--- src/rtl/store_unit.sv ---
// Store buffer between the CPU store port and a 32-bit data memory.
// Queues stores in a small FIFO and splits misaligned stores into one or two lane-aligned write beats.
module store_unit #(
  parameter int n     = 32,
  parameter int DEPTH = 2
) (
  input  logic         clk,
  input  logic         rst,
  input  logic         st_valid,
  output logic         st_ready,
  input  logic [n-1:0] st_addr,
  input  logic [n-1:0] st_data,
  input  logic [1:0]   st_size,
  output logic         mem_req,
  input  logic         mem_ack,
  output logic [n-1:0] mem_addr,
  output logic [n-1:0] mem_wdata,
  output logic [3:0]   mem_be,
  output logic         busy,
  output logic         err
);

  localparam int PW = (DEPTH > 1) ? $clog2(DEPTH) : 1;
  localparam int CW = $clog2(DEPTH + 1);

  typedef enum logic [1:0] {IDLE, BEAT0, BEAT1} state_t;

  state_t         r_state;
  state_t         w_next_state;
  logic [n-1:0]   r_addr_q [DEPTH];
  logic [n-1:0]   r_data_q [DEPTH];
  logic [1:0]     r_size_q [DEPTH];
  logic [PW-1:0]  r_wr_ptr;
  logic [PW-1:0]  r_rd_ptr;
  logic [CW-1:0]  r_count;
  logic           r_err;

  logic           w_accept;
  logic           w_push;
  logic           w_pop;
  logic [n-1:0]   w_head_addr;
  logic [n-1:0]   w_head_data;
  logic [1:0]     w_head_size;
  logic [3:0]     w_lane_m;
  logic [6:0]     w_mask7;
  logic [3:0]     w_be0;
  logic [3:0]     w_be1;
  logic [4:0]     w_shift_lo;
  logic [n-1:0]   w_data0;
  logic [n-1:0]   w_data1;
  logic [n-1:0]   w_lane_mask0;
  logic [n-1:0]   w_lane_mask1;
  logic [n-1:0]   w_word_addr;

  function automatic logic [PW-1:0] ptr_inc(input logic [PW-1:0] p);
    return (p == PW'(DEPTH - 1)) ? '0 : p + 1'b1;
  endfunction

  assign st_ready = (r_count < CW'(DEPTH));
  assign w_accept = st_valid && st_ready;
  assign w_push   = w_accept && (st_size != 2'b11);
  assign busy     = (r_count != '0) || (r_state != IDLE);
  assign err      = r_err;

  // NOTE: the entry storage has no reset; an entry is only ever read after it was written,
  // and every memory output is forced to zero outside BEAT0/BEAT1.
  always_ff @(posedge clk) begin
    if (w_push) begin
      r_addr_q[r_wr_ptr] <= st_addr;
      r_data_q[r_wr_ptr] <= st_data;
      r_size_q[r_wr_ptr] <= st_size;
    end
  end

  always_ff @(posedge clk) begin
    if (rst) begin
      r_state  <= IDLE;
      r_wr_ptr <= '0;
      r_rd_ptr <= '0;
      r_count  <= '0;
      r_err    <= 1'b0;
    end else begin
      r_state <= w_next_state;
      r_err   <= w_accept && (st_size == 2'b11);
      if (w_push) r_wr_ptr <= ptr_inc(r_wr_ptr);
      if (w_pop)  r_rd_ptr <= ptr_inc(r_rd_ptr);
      case ({w_push, w_pop})
        2'b10:   r_count <= r_count + 1'b1;
        2'b01:   r_count <= r_count - 1'b1;
        default: r_count <= r_count;
      endcase
    end
  end

  assign w_head_addr = r_addr_q[r_rd_ptr];
  assign w_head_data = r_data_q[r_rd_ptr];
  assign w_head_size = r_size_q[r_rd_ptr];

  // The 7-bit lane mask spans two words: bits [3:0] land in the head word, bits [6:4] in the next.
  // NOTE: every signal written in an always_comb gets a default first, so no latch is inferred.
  always_comb begin
    w_lane_m = 4'b0000;
    case (w_head_size)
      2'b00:   w_lane_m = 4'b0001;
      2'b01:   w_lane_m = 4'b0011;
      2'b10:   w_lane_m = 4'b1111;
      default: w_lane_m = 4'b0000;
    endcase
    w_mask7      = {3'b000, w_lane_m} << w_head_addr[1:0];
    w_be0        = w_mask7[3:0];
    w_be1        = {1'b0, w_mask7[6:4]};
    w_shift_lo   = {w_head_addr[1:0], 3'b000};
    w_data0      = w_head_data << w_shift_lo;
    w_data1      = w_head_data >> (6'd32 - {1'b0, w_shift_lo});
    w_word_addr  = {w_head_addr[n-1:2], 2'b00};
    w_lane_mask0 = '0;
    w_lane_mask1 = '0;
    for (int i = 0; i < 4; i++) begin
      w_lane_mask0[8*i +: 8] = {8{w_be0[i]}};
      w_lane_mask1[8*i +: 8] = {8{w_be1[i]}};
    end
  end

  always_comb begin
    w_next_state = r_state;
    w_pop        = 1'b0;
    mem_req      = 1'b0;
    mem_addr     = '0;
    mem_wdata    = '0;
    mem_be       = 4'b0000;
    case (r_state)
      IDLE: begin
        if (r_count != '0) w_next_state = BEAT0;
      end
      BEAT0: begin
        mem_req   = 1'b1;
        mem_addr  = w_word_addr;
        mem_wdata = w_data0 & w_lane_mask0;
        mem_be    = w_be0;
        if (mem_ack) begin
          if (w_be1 != 4'b0000) begin
            w_next_state = BEAT1;
          end else begin
            w_next_state = IDLE;
            w_pop        = 1'b1;
          end
        end
      end
      BEAT1: begin
        mem_req   = 1'b1;
        mem_addr  = w_word_addr + n'(4);
        mem_wdata = w_data1 & w_lane_mask1;
        mem_be    = w_be1;
        if (mem_ack) begin
          w_next_state = IDLE;
          w_pop        = 1'b1;
        end
      end
      default: w_next_state = IDLE;
    endcase
  end

endmodule
--- config.mk ---
export PLATFORM = sky130hd
export DESIGN_NAME = store_unit
export DESIGN_NICKNAME = d
export VERILOG_FILES = /design/src/rtl/store_unit.sv
export SDC_FILE = /design/constraint.sdc
export NUM_CORES = 1
export LEC_CHECK = 0
export ABC_CLOCK_PERIOD_IN_PS = 5300
export CAP_MARGIN = 20
export CELL_PAD_IN_SITES_DETAIL_PLACEMENT = 1
export CELL_PAD_IN_SITES_GLOBAL_PLACEMENT = 1
export CORE_MARGIN = 2
export CORE_UTILIZATION = 42
export CTS_CLUSTER_SIZE = 12
export DETAILED_ROUTE_END_ITERATION = 8
export PLACE_DENSITY_LB_ADDON = 0.1
export RECOVER_POWER = 100
export SKIP_CTS_REPAIR_TIMING = 1
export SYNTH_ARGS = -nofsm -noshare
export SYNTH_HDL_FRONTEND = slang
export SYNTH_SLANG_ARGS = --single-unit
--- constraint.sdc ---
create_clock -name clk -period 5.3 [get_ports clk]
set_clock_uncertainty 0.1 [all_clocks]
set_input_delay 1.06 -clock clk [delete_from_list [all_inputs] [get_ports clk]]
set_output_delay 1.06 -clock clk [all_outputs]
set_load 0.005 [all_outputs]
Word level (Yosys, flattened, before mapping)
Memories as Yosys holds them, arrays and structs flattened. A register that Yosys moved wholly into a read port is not among the register bits.
Cells that the tools add are included.
- equality and inequality tests: 11
- bitwise operators: 2
- mux-type cells: 25
- shift-type cells: 3
- reductions and logical operators: 12
- $add $sub $neg: 6
- magnitude comparators: 1
- operator list (cell ; count):
    32-bit one-hot mux with 2 select lines ; 2
    32-bit by 3-bit adder with 32-bit output, second input constant ; 1
    32-bit by 24-bit AND with 32-bit output ; 1
    32-bit AND ; 1
    32-bit by 5-bit << shifter with 32-bit output ; 1
    32-bit by 6-bit right shift with 32-bit output ; 1
    1-bit two-way mux ; 14
    4-bit one-hot mux with 3 select lines ; 1
    2-bit == test, second input constant ; 4
    2-bit two-way mux ; 4
    2-bit != test, second input constant ; 4
    4-bit one-hot mux with 2 select lines ; 1
    4-bit by 2-bit << shifter with 7-bit output ; 1
    2-bit by 1-bit == test with 1-bit output, second input constant ; 3
    2-bit one-hot mux with 3 select lines ; 1
    2-bit nonzero test ; 3
    6-bit by 5-bit subtractor with 6-bit output, first input constant ; 1
    2-bit zero test ; 2
    2-bit one-hot mux with 2 select lines ; 1
    4-bit nonzero test ; 1
    1-bit logical AND ; 3
    3-bit AND reduction ; 1
    1-bit adder, second input constant ; 2
    2-bit by 1-bit adder with 2-bit output, second input constant ; 1
    other kinds (5) ; 5
- register bits after elaboration: 7
- memory bits (writable): 132
- bits of input ports: 70
- output and inout bits: 72
- memories kept: 3
- logic and storage cells: 68
- memory list (name ; words ; bits a word ; read ports ; clocked after memory_dff ; wr ports ; RTL line ; RTL):
    r_addr_q ; 2 ; 32 ; 1 ; 1 ; 1 ; 30 ; logic [n-1:0] r_addr_q [DEPTH];
    r_data_q ; 2 ; 32 ; 1 ; 1 ; 1 ; 31 ; logic [n-1:0] r_data_q [DEPTH];
    r_size_q ; 2 ; 2 ; 1 ; 1 ; 1 ; 32 ; logic [1:0] r_size_q [DEPTH];

Logic depth before layout (Yosys ltp)
- word-level depth: 9
- gate-level depth with buffers: 14
- mapped depth without buffers: 9

Worst setup path before layout
Ideal clock, no wire load.
- path type: input to register
- start point: input st_size[0]
- end point: memory r_addr_q[0][0], enable pin
- data arrival time: 4.065 ns
- buffers on the path: 0
- stages on the path: 3
- setup slack: 0.644 ns
- library setup time: 0.491 ns
- required time: 4.709 ns
- cell sequence: nand2_1 -> nand3_1 -> nor2_1
- longest elaborated chain between the ends: 4
- ends and longest elaborated chain (what ; RTL line ; RTL):
    start: declaration ; 13 ; input logic [1:0] st_size,
    2-bit != test ; 61 ; assign w_push = w_accept && (st_size != 2'b11);
    1-bit logical AND ; 61 ;
    1-bit two-way mux ; 68 ; if (w_push) begin
    1-bit two-way mux (not written as such) ; 69 ; r_addr_q[r_wr_ptr] <= st_addr;
    end: declaration ; 30 ;
No other way between the ends.

==> impl_metrics.py <==
metrics = {
    "placed_design": {
        "dpl_cell_area_um2": 9290,
        "io_buffers": 139,
        "place_congestion": 0.801,
        "place_hpwl_mm": 15.2,
        "placed_cells": 1000,
    },
    "worst_setup_path": {
        "cp_top_family": "compound AO/OA/AOI/OAI gates",
        "crit_cells": 7,
        "cp.arrival_ps": 3900,
        "cp_cell_sequence": "mux2_2, clkbuf_4, mux2i_1, and2_1, o21ai_0, nor2_1, dlygate4sd3_1",
        "r2r_cells": 4,
        "r2r_slack_ps": 1570,
        "worst_path_max_delay_cell": "o21ai_0",
        "critPathRequiredTime_ps": 4140,
        "slowest_delay_ps": 1050,
        "crit_path_end_kind": "output port",
        "crit_path_end": "mem_wdata[30]",
        "critPathKind": "flip-flop to output port",
        "r2r_end": "r_addr_q[0][29]",
        "critPathMaxFanout": 51,
        "r2r_start": "r_count[1]",
        "start_kind": "flip-flop",
        "crit_buf_inv": 2,
    },
    "timing": {
        "finalSetupViolCount": 0,
        "whs_ps": 377,
        "post-route-min-period_ps": 5060,
        "min_period_over_period_pct": 95.4,
        "worstMarginPinSlew_ps": 2410,
        "fin_tns_setup_ps": 0,
        "relSlewSlack_pct": -61.4,
        "final-hold-violation-count": 0,
        "rsz0062_at_grt": "no",
        "fmax_mhz": 198,
        "slew_violations": 45,
    },
    "drt": {
        "ant_nets": 0,
        "drt-initial-drc-count": 415,
        "via_per_inst": 5.84,
        "drc": 0,
        "routed_wl_mm": 22.2,
        "vias": 6038,
        "drt_first_pass_iters": 5,
        "wl_per_cell_um": 21.5,
    },
    "global_route": {
        "top_usage_layer": "met2",
        "grt_pass1_vias": 6322,
        "grt_use_met1_pct": 30.6,
        "grt_max_degree": 52,
        "met2_usage_pct": 38.0,
        "grtUsageTotal_pct": 23.1,
        "antenna_found_initial": 4,
        "grt_remaining_overflow": 0,
        "grt_pass1_wl_mm": 35.2,
        "grt_use_met3_pct": 5.37,
    },
    "clocking": {
        "htreeDepth": 4,
        "cts_tree": "done",
        "cts.path.max_buffers": 2,
        "cts_buffers": 17,
        "clock-sinks": 140,
        "root_buffer": "clkbuf_16",
        "clk_pin_slew_ps": 60,
        "clk_latency_ps": 430,
    },
    "final_layout": {
        "final_cell_count_no_fill": 1034,
        "stdcell_area_um2": 9790,
        "final_nets": 868,
        "final_cell_mix": "edfxtp_1 (132), dlygate4sd3_1 (125), mux2i_1 (59)",
        "final_common_cell": "edfxtp_1",
        "fillCellCount": 1879,
        "areaGrowthSynthToFinish_pct": 27.2,
        "drive_above_1_share_pct": 10.2,
    },
    "floorplanning": {
        "die_area_um2": 19400,
        "coreArea_um2": 18000,
        "start_util_pct": 42.9,
        "fp.dieW_um": 139,
        "pin_count": 142,
        "row_count": 49,
        "dieHeight_um": 139,
    },
    "yosys": {
        "synthCells": 660,
        "synth_seq_area_share_pct": 53.6,
        "ys_types": 61,
        "synth_area_um2": 7700,
        "ys_ff_latch": 140,
        "synth-async-reset-ratio_pct": 0,
        "avgSynthCellArea_um2": 11.7,
        "synth_edf_count": 132,
        "synth_top_flop_cell": "edfxtp_1",
        "yosysWarningCount": 0,
    },
    "power": {
        "power_mw": 3.35,
        "peakVddDrop_mv": 0.252,
        "p_leak_nw": 3.27,
        "power_density_nw_per_um2": 342,
    },
    "worst_hold_path": {
        "min_path_type": "flip-flop to flip-flop",
    },
    "outcome": {
        "outcome": "finished, violations left",
        "violations": "max-capacitance violations, max-slew violations",
    },
    "job": {
        "maxCapViolations": 2,
    },
}
-- cell usage after synthesis, drive strengths merged, types with 3 or more instances --
master | number | area (um2)
clkbuf | 20 | 75.1
edfxtp | 132 | 3960
buf | 25 | 168
mux4 | 8 | 180
xnor2 | 10 | 87.6
nor2 | 51 | 191
ha | 8 | 100
or3b | 9 | 78.8
nor3 | 13 | 65.1
o22ai | 6 | 37.5
nor4 | 4 | 25.0
o22a | 17 | 149
o32ai | 9 | 78.8
a221oi | 3 | 26.3
nor2b | 3 | 18.8
dfxtp | 8 | 160
a21oi | 23 | 119
and3 | 4 | 25.0
nand3 | 27 | 140
nand4b | 6 | 97.6
o211ai | 3 | 22.5
nand3b | 5 | 37.5
o21ai | 14 | 70.1
and2 | 13 | 81.3
mux2 | 12 | 135
o21a | 12 | 90.1
a22oi | 6 | 45.0
nand2 | 56 | 210
nand4 | 13 | 81.3
mux2i | 59 | 591
a31oi | 20 | 131
a211oi | 18 | 140
inv | 16 | 60.1
o31a | 4 | 35.0
or3 | 3 | 18.8
-- sequential cells by signal, indices dropped and copies added (netlist names), named ones only --
signal	cells
r_data_q	64
r_count	2
r_state	2
r_rd_ptr	1
r_addr_q	64
r_size_q	4
r_wr_ptr	1
err	1
-- routing by layer --
| layer | up-vias | wire [um] |
|---|---|---|
| li1 | 2817 | - |
| met1 | 3035 | 10000 |
| met2 | 150 | 10900 |
| met3 | 32 | 899 |
| met4 | 4 | 345 |
| met5 | - | 30 |
-- stage by stage --
stage	setup WS [ps]	util, %
after floorplan	644	-
after global placement	1060	51.7
after detailed placement	955	51.7
after CTS	412	54.8
after global routing	48.0	54.5
final	244	54.5
-- worst min path at each step --
stage | start | end | slack (ps) | cells after the start
2_1_floorplan | r_count[1] | err | 330 | 1
3_3_place_gp | r_count[1] | err | 350 | 1
3_5_place_dp | r_count[1] | err | 370 | 1
4_1_cts | r_count[1] | err | 380 | 1
5_1_grt | r_count[1] | err | 400 | 1
6_report | r_state[1] | r_state[1] | 380 | 2
-- power breakdown --
group / total, mW / leakage [nW] / switching [mW] / internal [mW]
Combinational: 0.854 / 1.73 / 0.515 / 0.340
Sequential: 1.35 / 1.29 / 0.0404 / 1.31
Clock: 1.14 / 0.255 / 0.494 / 0.644
Total: 3.35 / 3.27 / 1.05 / 2.30
-- final cells by class --
class	count	area, um2	area share, %
sequential	140	4130	42.2
multi-input combinational	460	3270	33.4
timing repair buffer	155	1500	15.3
clock buffer	18	429	4.38
tap	229	287	2.93
clock inverter	14	121	1.24
inverter	16	60.1	0.613
antenna	2	5.00	0.0511
-- worst register-to-register path, stage by stage (launching register included) --
cell and delay (ps):
dfxtp_1 330, inv_1 100, nand3_1 180, nor2_1 1810, clkbuf_2 850
-- kinds of logic after synthesis --
group	count (synthesis)	share of synthesized area (%)
compound gates	143	13.2
xor+xnor	12	1.36
fa+ha+maj	8	1.30
buf+inv	61	3.93
flops	140	53.6
mux	79	11.8
other cells	1	0.0487
simple gates	216	14.8
No activity file was read; power rests on OpenSTA's default activity.
==> variant 1 (config.mk and constraints unchanged) <==
Reset style: asynchronous (`rst`), changed in one clocked block.
--- a/src/rtl/store_unit.sv
+++ b/src/rtl/store_unit.sv
@@ -73,5 +73,5 @@
   end
 
-  always_ff @(posedge clk) begin
+  always_ff @(posedge clk or posedge rst) begin
     if (rst) begin
       r_state  <= IDLE;
Behaviour: differs if rst is asserted again (counterexample within 4 cycles, from zero or initial values and one cycle with rst high); with rst held inactive, the same outputs for 4 cycles.
==> variant 1 against the unedited design <==
Sequential cell count shrank 1; area after synthesis grew 1.9%; highest routed layer is now met4; cell count grew 0.58%; wire length grew 8.5%; the flow still finishes with violations (max-capacitance violations, max-slew violations); global-route usage grew 1.7 points; cell area grew 3.3%; critical endpoint is now mem_addr[30]; worst setup slack lost 0.013 ns; critical path depth grew 1; core utilization grew 1.2 points; register-to-register slack gained 0.10 ns.
Power is not compared: it rests on default switching activity, and its combinational part moved more than twofold at a synthesized area within 25%.
==> variant 1: results (changes against the unedited design) <==
[flow_run]
maxCapViolations = 2  ; unchanged

[synth]
synth_area_leaders = edfxtp_1, mux2i_1, a21oi_1, nand2_1, mux2_2
synth_edf_count = 132  ; unchanged
synth_commonest_cells = edfxtp_1, nand2_1, mux2i_1
synthArstFlopShare = 0.05036  ; +0.05036
ys_types = 70  ; +15%
seq_area_frac_synth = 0.5273  ; -0.008247

[finish]
num_antenna_cells = 0  ; -2
fill_cells = 1901  ; +1.2%
drive_gt1_frac = 0.1122  ; +0.01009
nNetsFinal = 877  ; +1.0%

[clocking]
clkSlewWorstSetupHoldPaths_ns = 0.06  ; about the same
cts_buffer_depth = 2  ; unchanged
clock_latency_ns = 0.43  ; about the same

[power_and_ir_drop]
p_leak_nw = 3.698
peakVddDrop_mv = 0.2435
p_sw_frac = 0.3766

[grt]
grt_pass1_wl_mm = 37.98  ; +7.8%
grt_pass1_vias = 6861  ; +8.5%
antenna_found_initial = 0  ; -4
grtUsageTotal = 0.2483  ; +0.01682
grt_max_degree = 53  ; +1.9%

[route]
wl_mm = 24.09  ; +8.5%
drtIter0Drc = 441  ; +6.3%
firstDrtPassIters = 4  ; -1
viasPerCell = 6.073  ; +4.0%

[sta]
slew_headroom = -0.8853  ; -0.2715
slew_violations = 56  ; +24%

[placement]
detailed_place_hpwl_mm = 16.15  ; +6.1%
routabilityCongestion = 0.8309  ; +3.7%

[setup_path]
crit_arrival_ns = 3.91  ; about the same
critical_path_peak_fanout = 17  ; -67%

[outcome]
status = finished, violations left
violations = max-capacitance violations, max-slew violations

[variant 1: cell count changes in the layout (fill, tap and decap cells not counted), moves of 8 or more]
cell      before  now
o22a_1        17    0
o22ai_1        6   19
inv_1         16   24
o211ai_1       3   11
and2_0         2   11
mux2i_1       59   51
nor2_1        51   20
a21oi_1       22   45
a211oi_1      17    7
[variant 1: final cells by class]
| class | count | area [um2] | share of cell area |
|---|---|---|---|
| Inverter | 25 | 93.84 | 0.009281 |
| Tap cell | 229 | 286.5 | 0.02834 |
| Clock buffer | 17 | 425.4 | 0.04207 |
| Timing Repair Buffer | 153 | 1524 | 0.1507 |
| Sequential cell | 139 | 4143 | 0.4097 |
| Multi-Input combinational cell | 463 | 3371 | 0.3334 |
| Clock inverter | 14 | 267.8 | 0.02648 |
[variant 1: cells by family (layout without fill, tap and decap cells)]
kind of cell	Yosys count	in the layout	synth area share
AOI/OAI and AO/OA	165	165	0.1440
buffers and inverters	69	209	0.04384
and+or+nand+nor	204	204	0.1500
other	1	2	0.0004778
muxes	77	77	0.1138
DFF	139	139	0.5273
adders and majority gates	8	8	0.01275
xor gates and xnor gates	7	7	0.007811
[variant 1: critical path, stage by stage, from the launching register on]
cell	delay (ns)
dfrtp_4	0.59
mux2_2	0.30
ha_1	0.26
nand4_1	0.14
a22oi_1	0.52
nand3_2	0.39
o31a_1	0.37
o32ai_1	0.28
dlygate4sd3_1	0.63
[variant 1: worst paths after layout]
| check | from | to | slack, ns | cells after the start |
|---|---|---|---|---|
| setup / recovery | r_rd_ptr | mem_addr[30] | 0.23 | 8 |
| hold / removal | r_count[1] | err | 0.37 | 1 |
| setup reg to reg | r_count[1] | r_data_q[0][21] | 1.67 | 4 |
| hold reg to reg | r_count[1] | err | 0.37 | 1 |
| max in group asynchronous | rst | r_rd_ptr | 3.97 | 2 |
| min in group asynchronous | rst | err | 0.89 | 2 |
[variant 1: metal layers]
layer	share of wire	GRT usage
met5	0	0
met1	0.40	0.2888
met3	0.055	0.05129
met2	0.53	0.4555
met4	0.020	0.08474
[variant 1: through the flow]
stage / cells / instance area, um2 / hold WS [ns] / total power [mW] / worst slack [ns]
finish: 1040 / 10110 / 0.3743 / 5.429 / 0.2302
global route: 1040 / 10110 / 0.4075 / 5.702 / 0.04548
CTS: 1040 / 10130 / 0.3728 / 5.529 / 0.08361
detailed placement: 1009 / 9442 / 0.3625 / 4.075 / 0.5435
global placement: 1009 / 9442 / 0.3628 / 3.981 / 0.6925
floorplan: 671 / 7853 / 0.3295 / 3.102 / 0.6438
[variant 1: power by group through the flow]
stage               clock (mW)  sequential (mW)  combinational (mW)
floorplan                    0             1.48                1.63
global placement             0             1.50                2.48
detailed placement           0             1.51                2.56
CTS                       1.44             1.49                2.60
global route              1.47             1.51                2.72
finish                    1.42             1.49                2.51
==> variant 2 (same settings) <==
Without the edit above. Change the parameter `DEPTH` from 2 to 4.
--- a/src/rtl/store_unit.sv
+++ b/src/rtl/store_unit.sv
@@ -3,5 +3,5 @@
 module store_unit #(
   parameter int n     = 32,
-  parameter int DEPTH = 2
+  parameter int DEPTH = 4
 ) (
   input  logic         clk,
Check against the original RTL: not equivalent (a bounded check fails within 4 cycles, from zero or initial values and one cycle with rst high).
==> variant 2 against the unedited design <==
The run still ends with max-capacitance violations, max-slew violations left; worst setup slack lost 0.040 ns; die area grew 64%; worst hold slack lost 0.0048 ns; via count grew 33%; critical path depth grew 2; cell area grew 58%; sequential cell count grew 136; power grew 63%; wire length grew 50%; area after synthesis grew 67%; largest cell class unchanged.
==> variant 2: results (changes against the unedited design) <==
[grt]
antenna_found_initial = 3  ; -1
grtUsageTotal = 0.2089  ; -0.02264
use_met2 = 0.3502  ; -0.02981
grt_pass1_wl_mm = 49.91  ; +42%
grt_use_met1 = 0.2787  ; -0.02737
grt_pass1_vias = 8639  ; +37%

[setup_path]
critical_path_peak_fanout = 19  ; -63%
crit_arrival_ns = 3.94  ; +0.04 ns
critPathSlowestCell = dfxtp_4
path_delay_family = simple AND/OR/NAND/NOR gates
worst-r2r-setup-slack_ns = 1.29  ; -0.28 ns
reg2reg_to = r_data_q[3][2]
reg2reg_from = r_count[2]

[route]
drtIter0Drc = 736  ; +77%
topRoutingLayerUsed = met4
dr_wl_met2_mm = 16.39  ; +50%
m1WireLength_mm = 14.09  ; +41%
viasPerCell = 5.779  ; -1.0%
wl_per_cell_um = 23.98  ; +12%
wl_mm = 33.36  ; +50%

[finish]
nNetsFinal = 1062  ; +22%
top_regs = r_addr_q (128), r_data_q (128), r_size_q (8)

[sta]
slew_violations = 140  ; +210%
hold_slack_ns = 0.3722  ; -0.004829 ns
worst_pin_slew_ns = 2.086  ; -0.3256 ns

[synth]
synth_fa_ha_area_frac = 0.01424  ; +0.001241
synthXorXnorAreaFrac = 0.006145  ; -0.007505
seq_area_frac_synth = 0.6368  ; +0.1012
synth_commonest_cells = edfxtp_1, nand2_1, mux4_2
synth_compound_area_frac = 0.06038  ; -0.07206
synth_edf_count = 264  ; +100%
synthMuxAreaShare = 0.1423  ; +0.02467
synth_area_leaders = edfxtp_1, mux4_2, nand2_1, dfxtp_1, nor2_1
ys_types = 72  ; +18%

[clocking]
clock_latency_ns = 0.56  ; +0.13 ns
cts_buffers = 31  ; +14
cts_buffer_depth = 3  ; +1

[flow_run]
maxCapViolations = 4  ; +2

[placement]
detailed_place_hpwl_mm = 22.00  ; +44%
routabilityCongestion = 0.8749  ; +9.2%

[power_and_ir_drop]
p_int_mw = 4.032  ; +75%

[outcome]
violations = max-capacitance violations, max-slew violations
status = finished, violations left

==> variant 2: final cells by class <==
cell class	instances	area (um2)
fill	2875	14400
sequential	276	8173
multi-input combinational	489	4237
timing repair buffer	161	1549
clock buffer	39	815.8
tap	390	488.0
clock inverter	15	138.9
inverter	19	71.32
antenna	2	5.005
==> variant 2: metrics by stage <==
step,setup TNS (ns),power (mW),setup slack [ns]
2_1_floorplan,0,3.136,1.131
5_1_grt,0,5.666,0.05935
3_3_place_gp,0,3.481,0.6311
3_5_place_dp,0,3.517,0.5412
4_1_cts,-0.08057,5.538,-0.05302
6_report,0,5.462,0.2039
==> variant 2: power groups by stage <==
| stage | logic (mW) | registers, mW | clock network (mW) |
|---|---|---|---|
| 4_1_cts | 0.957 | 2.52 | 2.06 |
| 6_report | 0.924 | 2.52 | 2.01 |
| 3_3_place_gp | 0.923 | 2.56 | 0 |
| 2_1_floorplan | 0.584 | 2.55 | 0 |
| 3_5_place_dp | 0.951 | 2.57 | 0 |
| 5_1_grt | 0.998 | 2.53 | 2.14 |
